### src/rtl/uart_capture_monitor_pkg.sv
// Package uart_capture_pkg: shared types and helpers for the UART capture monitor.
//   state_t        receive FSM states
//   CLKS_PER_BAUD  clocks per bit for the default 50 MHz / 10 Mbaud configuration
//   HALF_BAUD      clocks from start-bit edge to its middle, default configuration
//   cnt_width()    width of a counter that must hold values 0..n-1
package uart_capture_pkg;

    typedef enum logic [2:0] {
        IDLE   = 3'd0,
        START  = 3'd1,
        DATA   = 3'd2,
        PARITY = 3'd3,
        STOP   = 3'd4
    } state_t;

    localparam int DEF_CLOCK_FREQ = 50_000_000;
    localparam int DEF_BAUD_RATE  = 10_000_000;
    localparam int CLKS_PER_BAUD  = DEF_CLOCK_FREQ / DEF_BAUD_RATE;
    localparam int HALF_BAUD      = CLKS_PER_BAUD / 2;

    function automatic int cnt_width(input int n);
        return (n <= 2) ? 1 : $clog2(n);
    endfunction

endpackage

### src/rtl/uart_capture_monitor_if.sv
// Read-side handshake between the capture monitor and its consumer.
//   rd_data   head byte of the capture FIFO (zero-extended above DATA_BITS)
//   rd_valid  FIFO non-empty
//   rd_ready  consumer accepts the head byte when rd_valid is also high
// master: the monitor (drives data/valid), slave: the bench/consumer.
interface uart_capture_monitor_if;
    logic [7:0] rd_data;
    logic       rd_valid;
    logic       rd_ready;

    modport master (output rd_data, output rd_valid, input rd_ready);
    modport slave  (input rd_data, input rd_valid, output rd_ready);
endinterface

### src/rtl/uart_capture_monitor_sync_fifo.sv
// sync_fifo: first-word-fall-through FIFO with registered occupancy.
//   clk, rst     clock, synchronous active-high reset (pointers/count only)
//   push_i       write wr_data_i; accepted when not full, or when full and a pop happens
//   wr_data_i    write data
//   pop_i        remove head; ignored while empty
//   rd_data_o    head entry (meaningful only while !empty_o)
//   empty_o      count == 0
//   full_o       count == DEPTH
//   count_o      occupancy 0..DEPTH
module sync_fifo #(
    parameter int WIDTH = 8,
    parameter int DEPTH = 4
) (
    input  logic                     clk,
    input  logic                     rst,
    input  logic                     push_i,
    input  logic [WIDTH-1:0]         wr_data_i,
    input  logic                     pop_i,
    output logic [WIDTH-1:0]         rd_data_o,
    output logic                     empty_o,
    output logic                     full_o,
    output logic [$clog2(DEPTH):0]   count_o
);

    localparam int AW = $clog2(DEPTH);

    logic [WIDTH-1:0] mem_q [DEPTH];
    logic [AW-1:0]    wr_ptr_q, wr_ptr_d;
    logic [AW-1:0]    rd_ptr_q, rd_ptr_d;
    logic [AW:0]      count_q, count_d;
    logic             do_push, do_pop;

    assign empty_o   = (count_q == '0);
    assign full_o    = (count_q == (AW+1)'(DEPTH));
    assign count_o   = count_q;
    assign rd_data_o = mem_q[rd_ptr_q];

    // A pop on an empty FIFO is ignored; a push into a full FIFO only
    // succeeds when the head leaves in the same cycle.
    assign do_pop  = pop_i && !empty_o;
    assign do_push = push_i && (!full_o || do_pop);

    always_comb begin
        wr_ptr_d = wr_ptr_q;
        rd_ptr_d = rd_ptr_q;
        count_d  = count_q;
        if (do_push) wr_ptr_d = wr_ptr_q + 1'b1;
        if (do_pop)  rd_ptr_d = rd_ptr_q + 1'b1;
        unique case ({do_push, do_pop})
            2'b10:   count_d = count_q + 1'b1;
            2'b01:   count_d = count_q - 1'b1;
            default: count_d = count_q;
        endcase
    end

    always_ff @(posedge clk) begin
        if (rst) begin
            wr_ptr_q <= '0;
            rd_ptr_q <= '0;
            count_q  <= '0;
        end else begin
            wr_ptr_q <= wr_ptr_d;
            rd_ptr_q <= rd_ptr_d;
            count_q  <= count_d;
        end
    end

    always_ff @(posedge clk) begin
        if (do_push) mem_q[wr_ptr_q] <= wr_data_i;
    end

endmodule

### src/rtl/uart_capture_monitor.sv
// uart_capture_monitor: cycle-exact UART receive monitor for system benches.
// Samples serial_in at mid-bit, frames bytes and buffers them in a FWFT FIFO.
// Optional feature macro: UART_CAPTURE_PARITY_EN (adds PARITY state,
// parameter PARITY_ODD and output parity_err).
//   clk, rst    clock, synchronous active-high reset
//   serial_in   asynchronous UART line, idle high
//   rd_if       master modport: rd_data/rd_valid out, rd_ready in
//   count       FIFO occupancy
//   rx_total    good frames since reset (wraps)
//   frame_err   sticky, stop bit sampled low
//   overflow    sticky, good frame dropped because FIFO was full
//   clear_err   pulse clearing sticky flags (a same-cycle new event wins)
//   parity_err  sticky, parity mismatch on a committed frame (feature only)
module uart_capture_monitor
    import uart_capture_pkg::*;
#(
    parameter int CLOCK_FREQ = DEF_CLOCK_FREQ,
    parameter int BAUD_RATE  = DEF_BAUD_RATE,
    parameter int DATA_BITS  = 8,
    parameter int DEPTH      = 256
`ifdef UART_CAPTURE_PARITY_EN
    ,
    parameter bit PARITY_ODD = 1'b0
`endif
) (
    input  logic                   clk,
    input  logic                   rst,
    input  logic                   serial_in,
    uart_capture_monitor_if.master rd_if,
    output logic [$clog2(DEPTH):0] count,
    output logic [31:0]            rx_total,
    output logic                   frame_err,
    output logic                   overflow,
    input  logic                   clear_err
`ifdef UART_CAPTURE_PARITY_EN
    ,
    output logic                   parity_err
`endif
);

    localparam int CPB  = CLOCK_FREQ / BAUD_RATE;
    localparam int HALF = CPB / 2;
    localparam int BC_W = cnt_width(CPB);
    localparam int BN_W = cnt_width(DATA_BITS);

    localparam logic [BC_W-1:0] BC_LAST   = BC_W'(CPB - 1);
    localparam logic [BC_W-1:0] HALF_LAST = BC_W'(HALF - 1);
    localparam logic [BN_W-1:0] BN_LAST   = BN_W'(DATA_BITS - 1);

    logic                 sync1_q, rx_s_q;
    state_t               state_q, state_d;
    logic [BC_W-1:0]      bc_q, bc_d;
    logic [BN_W-1:0]      bn_q, bn_d;
    logic [DATA_BITS-1:0] shift_q;
    logic [31:0]          rx_total_q, rx_total_d;
    logic                 frame_err_q, frame_err_d;
    logic                 overflow_q, overflow_d;

    logic data_smp, stop_smp, good_frame, ferr_evt, ovf_evt, pop;
    logic fifo_empty, fifo_full;

    // Two-flop synchroniser, preset to the idle level.
    always_ff @(posedge clk) begin
        if (rst) begin
            sync1_q <= 1'b1;
            rx_s_q  <= 1'b1;
        end else begin
            sync1_q <= serial_in;
            rx_s_q  <= sync1_q;
        end
    end

    // FSM state register.
    always_ff @(posedge clk) begin
        if (rst) begin
            state_q <= IDLE;
            bc_q    <= '0;
            bn_q    <= '0;
        end else begin
            state_q <= state_d;
            bc_q    <= bc_d;
            bn_q    <= bn_d;
        end
    end

    // FSM next state. STOP returns to IDLE at its mid-bit sample, so the
    // next start edge can be seen without waiting for the stop bit to end.
    always_comb begin
        state_d = state_q;
        bc_d    = bc_q + 1'b1;
        bn_d    = bn_q;
        unique case (state_q)
            IDLE: begin
                bc_d = '0;
                if (!rx_s_q) state_d = START;
            end
            START: begin
                if (bc_q == HALF_LAST) begin
                    bc_d    = '0;
                    bn_d    = '0;
                    state_d = rx_s_q ? IDLE : DATA;
                end
            end
            DATA: begin
                if (bc_q == BC_LAST) begin
                    bc_d = '0;
                    bn_d = bn_q + 1'b1;
                    if (bn_q == BN_LAST) begin
`ifdef UART_CAPTURE_PARITY_EN
                        state_d = PARITY;
`else
                        state_d = STOP;
`endif
                    end
                end
            end
`ifdef UART_CAPTURE_PARITY_EN
            PARITY: begin
                if (bc_q == BC_LAST) begin
                    bc_d    = '0;
                    state_d = STOP;
                end
            end
`endif
            STOP: begin
                if (bc_q == BC_LAST) begin
                    bc_d    = '0;
                    state_d = IDLE;
                end
            end
            default: begin
                bc_d    = '0;
                state_d = IDLE;
            end
        endcase
    end

    // FSM outputs: sample strobes and frame verdict.
    always_comb begin
        data_smp   = (state_q == DATA) && (bc_q == BC_LAST);
        stop_smp   = (state_q == STOP) && (bc_q == BC_LAST);
        good_frame = stop_smp && rx_s_q;
        ferr_evt   = stop_smp && !rx_s_q;
    end

    always_ff @(posedge clk) begin
        if (data_smp) shift_q[bn_q] <= rx_s_q;
    end

    assign pop = rd_if.rd_valid && rd_if.rd_ready;
    // A full FIFO still accepts the byte when the head is popped in the same cycle.
    assign ovf_evt = good_frame && fifo_full && !pop;

`ifdef UART_CAPTURE_PARITY_EN
    logic par_bit_q;
    logic parity_err_q, parity_err_d;
    logic par_bad;

    always_ff @(posedge clk) begin
        if ((state_q == PARITY) && (bc_q == BC_LAST)) par_bit_q <= rx_s_q;
    end

    // Total ones across data and parity bit must be odd for odd parity, even otherwise.
    assign par_bad = (^{shift_q, par_bit_q}) != PARITY_ODD;

    always_comb begin
        parity_err_d = parity_err_q;
        if (clear_err) parity_err_d = 1'b0;
        if (good_frame && par_bad) parity_err_d = 1'b1;
    end

    always_ff @(posedge clk) begin
        if (rst) parity_err_q <= 1'b0;
        else     parity_err_q <= parity_err_d;
    end

    assign parity_err = parity_err_q;
`endif

    always_comb begin
        rx_total_d  = rx_total_q;
        frame_err_d = frame_err_q;
        overflow_d  = overflow_q;
        if (good_frame) rx_total_d = rx_total_q + 32'd1;
        if (clear_err) begin
            frame_err_d = 1'b0;
            overflow_d  = 1'b0;
        end
        if (ferr_evt) frame_err_d = 1'b1;
        if (ovf_evt)  overflow_d  = 1'b1;
    end

    always_ff @(posedge clk) begin
        if (rst) begin
            rx_total_q  <= '0;
            frame_err_q <= 1'b0;
            overflow_q  <= 1'b0;
        end else begin
            rx_total_q  <= rx_total_d;
            frame_err_q <= frame_err_d;
            overflow_q  <= overflow_d;
        end
    end

    sync_fifo #(
        .WIDTH (8),
        .DEPTH (DEPTH)
    ) u_fifo (
        .clk       (clk),
        .rst       (rst),
        .push_i    (good_frame),
        .wr_data_i (8'(shift_q)),
        .pop_i     (pop),
        .rd_data_o (rd_if.rd_data),
        .empty_o   (fifo_empty),
        .full_o    (fifo_full),
        .count_o   (count)
    );

    assign rd_if.rd_valid = !fifo_empty;
    assign rx_total       = rx_total_q;
    assign frame_err      = frame_err_q;
    assign overflow       = overflow_q;

endmodule

### src/flat_wrapper.sv
// flat-port wrapper written by rule: the top's interface ports become plain ports
module uart_capture_monitor_flat import uart_capture_pkg::*;
#(
    parameter int CLOCK_FREQ = DEF_CLOCK_FREQ,
    parameter int BAUD_RATE  = DEF_BAUD_RATE,
    parameter int DATA_BITS  = 8,
    parameter int DEPTH      = 256

)
  (clk, rst, serial_in, count, rx_total, frame_err, overflow, clear_err, rd_if_rd_data, rd_if_rd_valid, rd_if_rd_ready);
  uart_capture_monitor_if rd_if_i ();
  input  logic clk;
  input  logic rst;
  input  logic serial_in;
  output logic [$clog2(DEPTH):0] count;
  output logic [31:0] rx_total;
  output logic frame_err;
  output logic overflow;
  input  logic clear_err;
  output wire logic [$bits(rd_if_i.rd_data)-1:0] rd_if_rd_data;
  output wire logic [$bits(rd_if_i.rd_valid)-1:0] rd_if_rd_valid;
  input wire logic [$bits(rd_if_i.rd_ready)-1:0] rd_if_rd_ready;
  assign rd_if_rd_data = rd_if_i.rd_data;
  assign rd_if_rd_valid = rd_if_i.rd_valid;
  assign rd_if_i.rd_ready = rd_if_rd_ready;
  uart_capture_monitor #(.CLOCK_FREQ(CLOCK_FREQ), .BAUD_RATE(BAUD_RATE), .DATA_BITS(DATA_BITS), .DEPTH(DEPTH)) u_core (.clk(clk), .rst(rst), .serial_in(serial_in), .rd_if(rd_if_i), .count(count), .rx_total(rx_total), .frame_err(frame_err), .overflow(overflow), .clear_err(clear_err));
endmodule
### config.mk
export PLATFORM = sky130hd
export DESIGN_NAME = uart_capture_monitor_flat
export DESIGN_NICKNAME = d
export VERILOG_FILES = /design/src/rtl/uart_capture_monitor_pkg.sv /design/src/rtl/uart_capture_monitor_if.sv /design/src/rtl/uart_capture_monitor_sync_fifo.sv /design/src/rtl/uart_capture_monitor.sv /design/src/flat_wrapper.sv
export SDC_FILE = /design/constraint.sdc
export NUM_CORES = 2
export LEC_CHECK = 0
export CAP_MARGIN = 5
export CORE_ASPECT_RATIO = 0.7
export CORE_MARGIN = 2
export CORE_UTILIZATION = 50
export CTS_BUF_LIST = sky130_fd_sc_hd__clkbuf_4
export CTS_CLUSTER_DIAMETER = 50
export DETAILED_ROUTE_END_ITERATION = 6
export GPL_TIMING_DRIVEN = 0
export PLACE_DENSITY = 0.65
export SYNTH_ARGS = -nofsm -noshare
export SYNTH_HDL_FRONTEND = slang
export SYNTH_SLANG_ARGS = --single-unit
### constraint.sdc
create_clock -name clk -period 5.1 [get_ports clk]
set_clock_uncertainty 0.1 [all_clocks]
set_input_delay 1.02 -clock clk [delete_from_list [all_inputs] [get_ports clk]]
set_output_delay 1.02 -clock clk [all_outputs]
set_load 0.02 [all_outputs]
* Yosys cells after proc, flatten, opt, wreduce, memory -nomap -nowiden
Memories as Yosys holds them, arrays and structs flattened. A register that Yosys moved wholly into a read port is not among the register bits.
Index checks and enable logic that the tools add are counted.
** Operators by class
- Mux-type cells :: 24
- Equal/unequal tests :: 14
- $add $sub $neg :: 7
- Order comparisons :: 2
- Reduce and logical (&&, ||, !) cells :: 24
** Operator list (count)
- $add A32 B1 Y32 const B :: 1
- $mux W3 :: 9
- $pmux W9 S2 :: 1
- $add A8 B1 Y8 const B :: 2
- $mux W8 :: 2
- $pmux W3 S2 :: 2
- $pmux W3 S4 :: 1
- $logic_and A1 B1 Y1 :: 10
- $add A9 B1 Y9 const B :: 1
- $eq A3 B3 Y1 const B :: 3
- $eq A9 B9 Y1 const B :: 1
- $logic_not A9 Y1 :: 1
- $sub A9 B1 Y9 const B :: 1
- $bwmux W8 :: 1
- $ne A2 B1 Y1 const B :: 4
- $reduce_bool A2 Y1 :: 4
- $add A3 B1 Y3 const B :: 2
- $eq A3 B1 Y1 const B :: 2
- $mux W1 :: 6
- $reduce_and A5 Y1 :: 1
- $logic_not A1 Y1 :: 4
- $lt A3 B4 Y1 const B :: 1
- $demux W1 S3 :: 1
- $eq A3 B2 Y1 const B :: 1
- other kinds (9) :: 9
** Storage, ports and cells
- Bits of input ports :: 5
- Logic and storage cells :: 84
- Register bits :: 78
- Output and inout port bits :: 52
- Memories :: 1
- RAM bits :: 2048
** Memories
- u_core.u_fifo.mem_q :: depth 256, bits a word 8, read ports 1, clocked after Yosys merged registers in 1, wr ports 1, line uart_capture_monitor_sync_fifo.sv:27 : logic [WIDTH-1:0] mem_q [DEPTH];

* Depth between registers and ports, before layout
- Depth in word-level cells :: 8
- Mapped depth :: 13
- Gate-level depth less buffers :: 13

* Hierarchy
Synthesis repeated with hierarchy kept, for this count alone.
** Second synthesis, totals
- Cells, all modules :: 4000
- Area, all modules :: 83142.2 um2
** Modules (own cells, without submodules)
- sync_fifo :: area an instance 80559.8 um2, times used 1, sequential area each 62159.6 um2, cells an instance 3714
- uart_capture_monitor :: area an instance 2582.5 um2, times used 1, sequential area each 1141.1 um2, cells an instance 286

* Least setup slack after synthesis
OpenSTA, ideal clock, no wires.
- Path type :: register to register
- Start point :: register u_core.shift_q[0]
- End point :: memory u_core.u_fifo.mem_q[0][0] (data pin)
- Setup slack :: 954 ps
- Arrival time :: 3228 ps
- Period minus slack after synthesis :: 4146 ps
- Path buffers :: 0
- Data required time :: 4183 ps
- Cell stages (with the launch flop) :: 1
- Setup time :: 817 ps
- Cells stage by stage :: edfxtp_1
** RTL lines
- start: declaration :: line uart_capture_monitor.sv:54 : logic [DATA_BITS-1:0] shift_q;
- start signal: indexed assignment :: line uart_capture_monitor.sv:147 : if (data_smp) shift_q[bn_q] <= rx_s_q;
- end: declaration :: line uart_capture_monitor_sync_fifo.sv:27
No word-level cell before the write port.

==> flow_summary.json <==
{
  "run_status": "finished with violations",
  "violations": "max-capacitance violations, max-slew violations, negative setup slack",
  "synth_edf_count": 2056,
  "antenna_found_initial": 8,
  "yosysTopAreaCell": "edfxtp_1",
  "htree_levels": 5,
  "die-area_sq_um": 169000,
  "relSlewSlack_pct": -9.89,
  "grt_overflow": 0,
  "tightest_slew_ns": 1.65,
  "synth_nets": 3964,
  "clkPwrFrac_pct": 30.6,
  "setup_viol": 30,
  "synth_flop_cell": "edfxtp_1",
  "core_area_sq_um": 164000,
  "synthArstFlopShare_pct": 0,
  "drive_above_1_share_pct": 37.4,
  "viasPerCell": 6.33,
  "grt_max_degree": 36,
  "synthTopCellsByArea": "edfxtp_1 75%, mux4_2 15%, dfxtp_1 1.9%",
  "cts_num_sinks": 2134,
  "insertion_delay_ns": 1.43,
  "drv_cap": 4,
  "crit_path_end_kind": "output port",
  "portBuffers": 56,
  "yosys_warnings": 0,
  "p_leak_nw": 30.7,
  "min_period_over_period_pct": 112,
  "wirelength_microns": 239000,
  "grt_pass1_vias": 43974,
  "multiInputGateArea_sq_um": 19700,
  "syn_area_per_cell_sq_um": 21.0,
  "place.gp.congestion": 0.977,
  "die_h_microns": 344,
  "start_util_pct": 50.5,
  "post_drt_wl_per_cell_microns": 33.0,
  "first_iter_violations": 7774,
  "switchingPower_mw": 12.5,
  "hpwlAfterDp_microns": 158000,
  "worstHoldPathCells": 2,
  "power_frac_seq_pct": 43.4,
  "max_freq_mhz": 175,
  "fill_cells": 11792,
  "ant_nets": 0,
  "reg2reg_depth": 7,
  "num_vias": 45908,
  "required_ns": 3.98,
  "ios": 57,
  "rsz0062_at_grt": "yes",
  "area_growth_pct": 18.9,
  "drtPass1Iterations": 6,
  "fin_crit_ns": 5.71,
  "postSynthCellCount": 3940,
  "num_rows": 124,
  "nNetsFinal": 4700,
  "clk_pin_slew_ns": 0.07,
  "critPathKind": "flop to output port",
  "cp.arrival_ns": 4.59,
  "grt_use_total_pct": 28.3,
  "maxSlewViolCount": 44,
  "syn_area_sq_um": 82800,
  "ctsHoldBuffers": 0,
  "cts_buffers": 492,
  "r2r_slack_ns": -0.08,
  "synthTopCellsByCount": "2056 x edfxtp_1, 540 x mux4_2, 352 x nor2_1",
  "pwr-share-comb_pct": 25.9,
  "final-hold-violation-count": 0,
  "clockBufferDepth": 4,
  "power.density_nw_per_um2": 444,
  "r2r-end": "u_core.u_fifo.mem_q[164][2]",
  "synth_top_area_share_pct": 74.6,
  "seq_area_sq_um": 63300,
  "ys_types": 56,
  "hold_path_end": "u_core.sync1_q",
  "grt_first_pass_wirelength_microns": 332000,
  "setup_slack_ns": -0.607,
  "drc": 0,
  "ys_seq_area_share_pct": 76.4,
  "internal-power_mw": 31.2,
  "die-width_microns": 490,
  "min_from": "serial_in",
  "synth.most_common_cell": "edfxtp_1",
  "synth-seq-cells": 2134,
  "reg2reg_from": "u_core.rx_s_q",
  "vdd_drop_max_v": 0.000229,
  "layout.core_utilization_pct": 60.1,
  "switching_share_pct": 28.6,
  "hold_class": "primary input to flop",
  "cts_tree": "done",
  "cp_max_fo": 10,
  "start_kind": "flop",
  "whs_ns": 0.196,
  "cts_root_buf": "clkbuf_4"
}
[state kept, by name, indices dropped and copies added (netlist names), named ones only]
signal	flops
u_core.bc_q	3
u_core.bn_q	3
u_core.frame_err	1
u_core.overflow	1
u_core.rx_s_q	1
u_core.rx_total	32
u_core.shift_q	8
u_core.state_q	3
u_core.sync1_q	1
u_core.u_fifo.count_o	9
u_core.u_fifo.mem_q	2048
u_core.u_fifo.rd_ptr_q	8
u_core.u_fifo.wr_ptr_q	8
[power by group through the flow]
stage | clock network (mW) | registers (mW) | logic (mW)
after CTS | 13.5 | 19.0 | 10.9
after global placement | 0 | 19.4 | 8.75
after global routing | 14.4 | 19.0 | 11.6
after detailed placement | 0 | 19.4 | 8.79
final | 13.4 | 19.0 | 11.4
after floorplan | 0 | 19.4 | 5.72
[cell type report]
type	count	area share, %
timing repair buffer	248	4.05
antenna	10	0.0254
multi-input combinational	1566	20.0
clock inverter	133	0.641
tap	2205	2.80
inverter	10	0.0381
buffer	224	2.64
clock buffer	723	5.51
sequential	2134	64.3
[layer usage]
metal  vias up  routed length [microns]  GRT usage, %
met5         -                       65             0
met4        10                     5830          7.98
met3       467                    39200          12.5
met2      3449                    96700          36.9
met1     23761                    97500          42.8
li1      18221                        -             -
[worst max-delay path by stage]
| stage | endpoint | slack [ns] | cells past startpoint |
|---|---|---|---|
| final | rd_if_rd_data[7] | -0.61 | 9 |
| after global routing | rd_if_rd_data[5] | -0.70 | 13 |
| after CTS | rd_if_rd_data[1] | -0.60 | 11 |
| after detailed placement | rd_if_rd_data[1] | -1.78 | 8 |
| after global placement | u_core.u_fifo.mem_q[212][4] | -3.08 | 0 |
| after floorplan | u_core.u_fifo.mem_q[0][0] | 0.95 | 0 |
[layout by cell type, fill, tap and decap left out, types with 11 or more instances in the layout]
master              n
edfxtp_1         2056
clkdlybuf4s50_1    48
nand4_1            29
nor2b_1            18
nand2_1            55
nor2_2             52
clkinv_2           12
a211oi_1           11
nand3_2            21
clkbuf_2           24
nor3_4             11
clkbuf_1           46
buf_4              97
clkbuf_8           14
clkbuf_4          744
ha_1               18
o221ai_1           13
dfxtp_1            73
buf_12             33
mux2i_4            17
buf_6              34
mux2i_1            92
a22oi_2            42
a21oi_1            43
clkinv_1          109
nand2b_1           14
nor3_1             11
xor2_1             26
o21ai_0            12
o22ai_1            13
a22oi_1            35
and3_1             12
buf_8              23
buf_16            112
nand3_1            28
xnor2_1            22
mux4_2            540
nor2_1            295
[timing repair]
item | CTS | global route
pin swaps | 54 | 39
setup endpoints to repair | 321 | 642
cloned | 7 | 2
setup buffers | 69 | 27
resized for setup | 667 | 89
[kinds of logic (layout without fill, tap and decap cells)]
| kind of cell | after synthesis | after routing | synth area share (%) |
|---|---|---|---|
| flip-flops | 2134 | 2134 | 76.4 |
| buffers and inverters | 240 | 1338 | 1.46 |
| XOR/XNOR | 48 | 48 | 0.508 |
| AND/OR/NAND/NOR | 598 | 598 | 3.22 |
| multiplexers | 653 | 653 | 16.1 |
| adder cells (fa/ha/maj) | 19 | 19 | 0.296 |
| AO/OA/AOI/OAI | 248 | 248 | 2.02 |
| other | 0 | 10 | 0 |
[metrics by stage]
stage | instances | worst slack (ns) | total power, mW | setup TNS, ns | instance area, sq um
5_1_grt | 7252 | -0.697 | 45.0 | -6.32 | 98400
4_1_cts | 7213 | -0.595 | 43.3 | -4.62 | 97800
3_3_place_gp | 6201 | -3.08 | 28.1 | -5923.43 | 86100
6_report | 7253 | -0.607 | 43.7 | -5.17 | 98400
3_5_place_dp | 6287 | -1.78 | 28.2 | -277.87 | 88400
2_1_floorplan | 3940 | 0.954 | 25.1 | 0 | 82800
[critical path: stages, from the launching register on]
cell	delay, ns
dfxtp_2	0.51
nor2b_1	0.22
clkbuf_1	0.25
clkbuf_2	0.39
o221ai_2	0.17
a21oi_1	0.07
a22oi_2	0.39
nand4_1	0.39
a311oi_4	0.59
buf_6	0.19
Power figures use the tool's default switching activity.
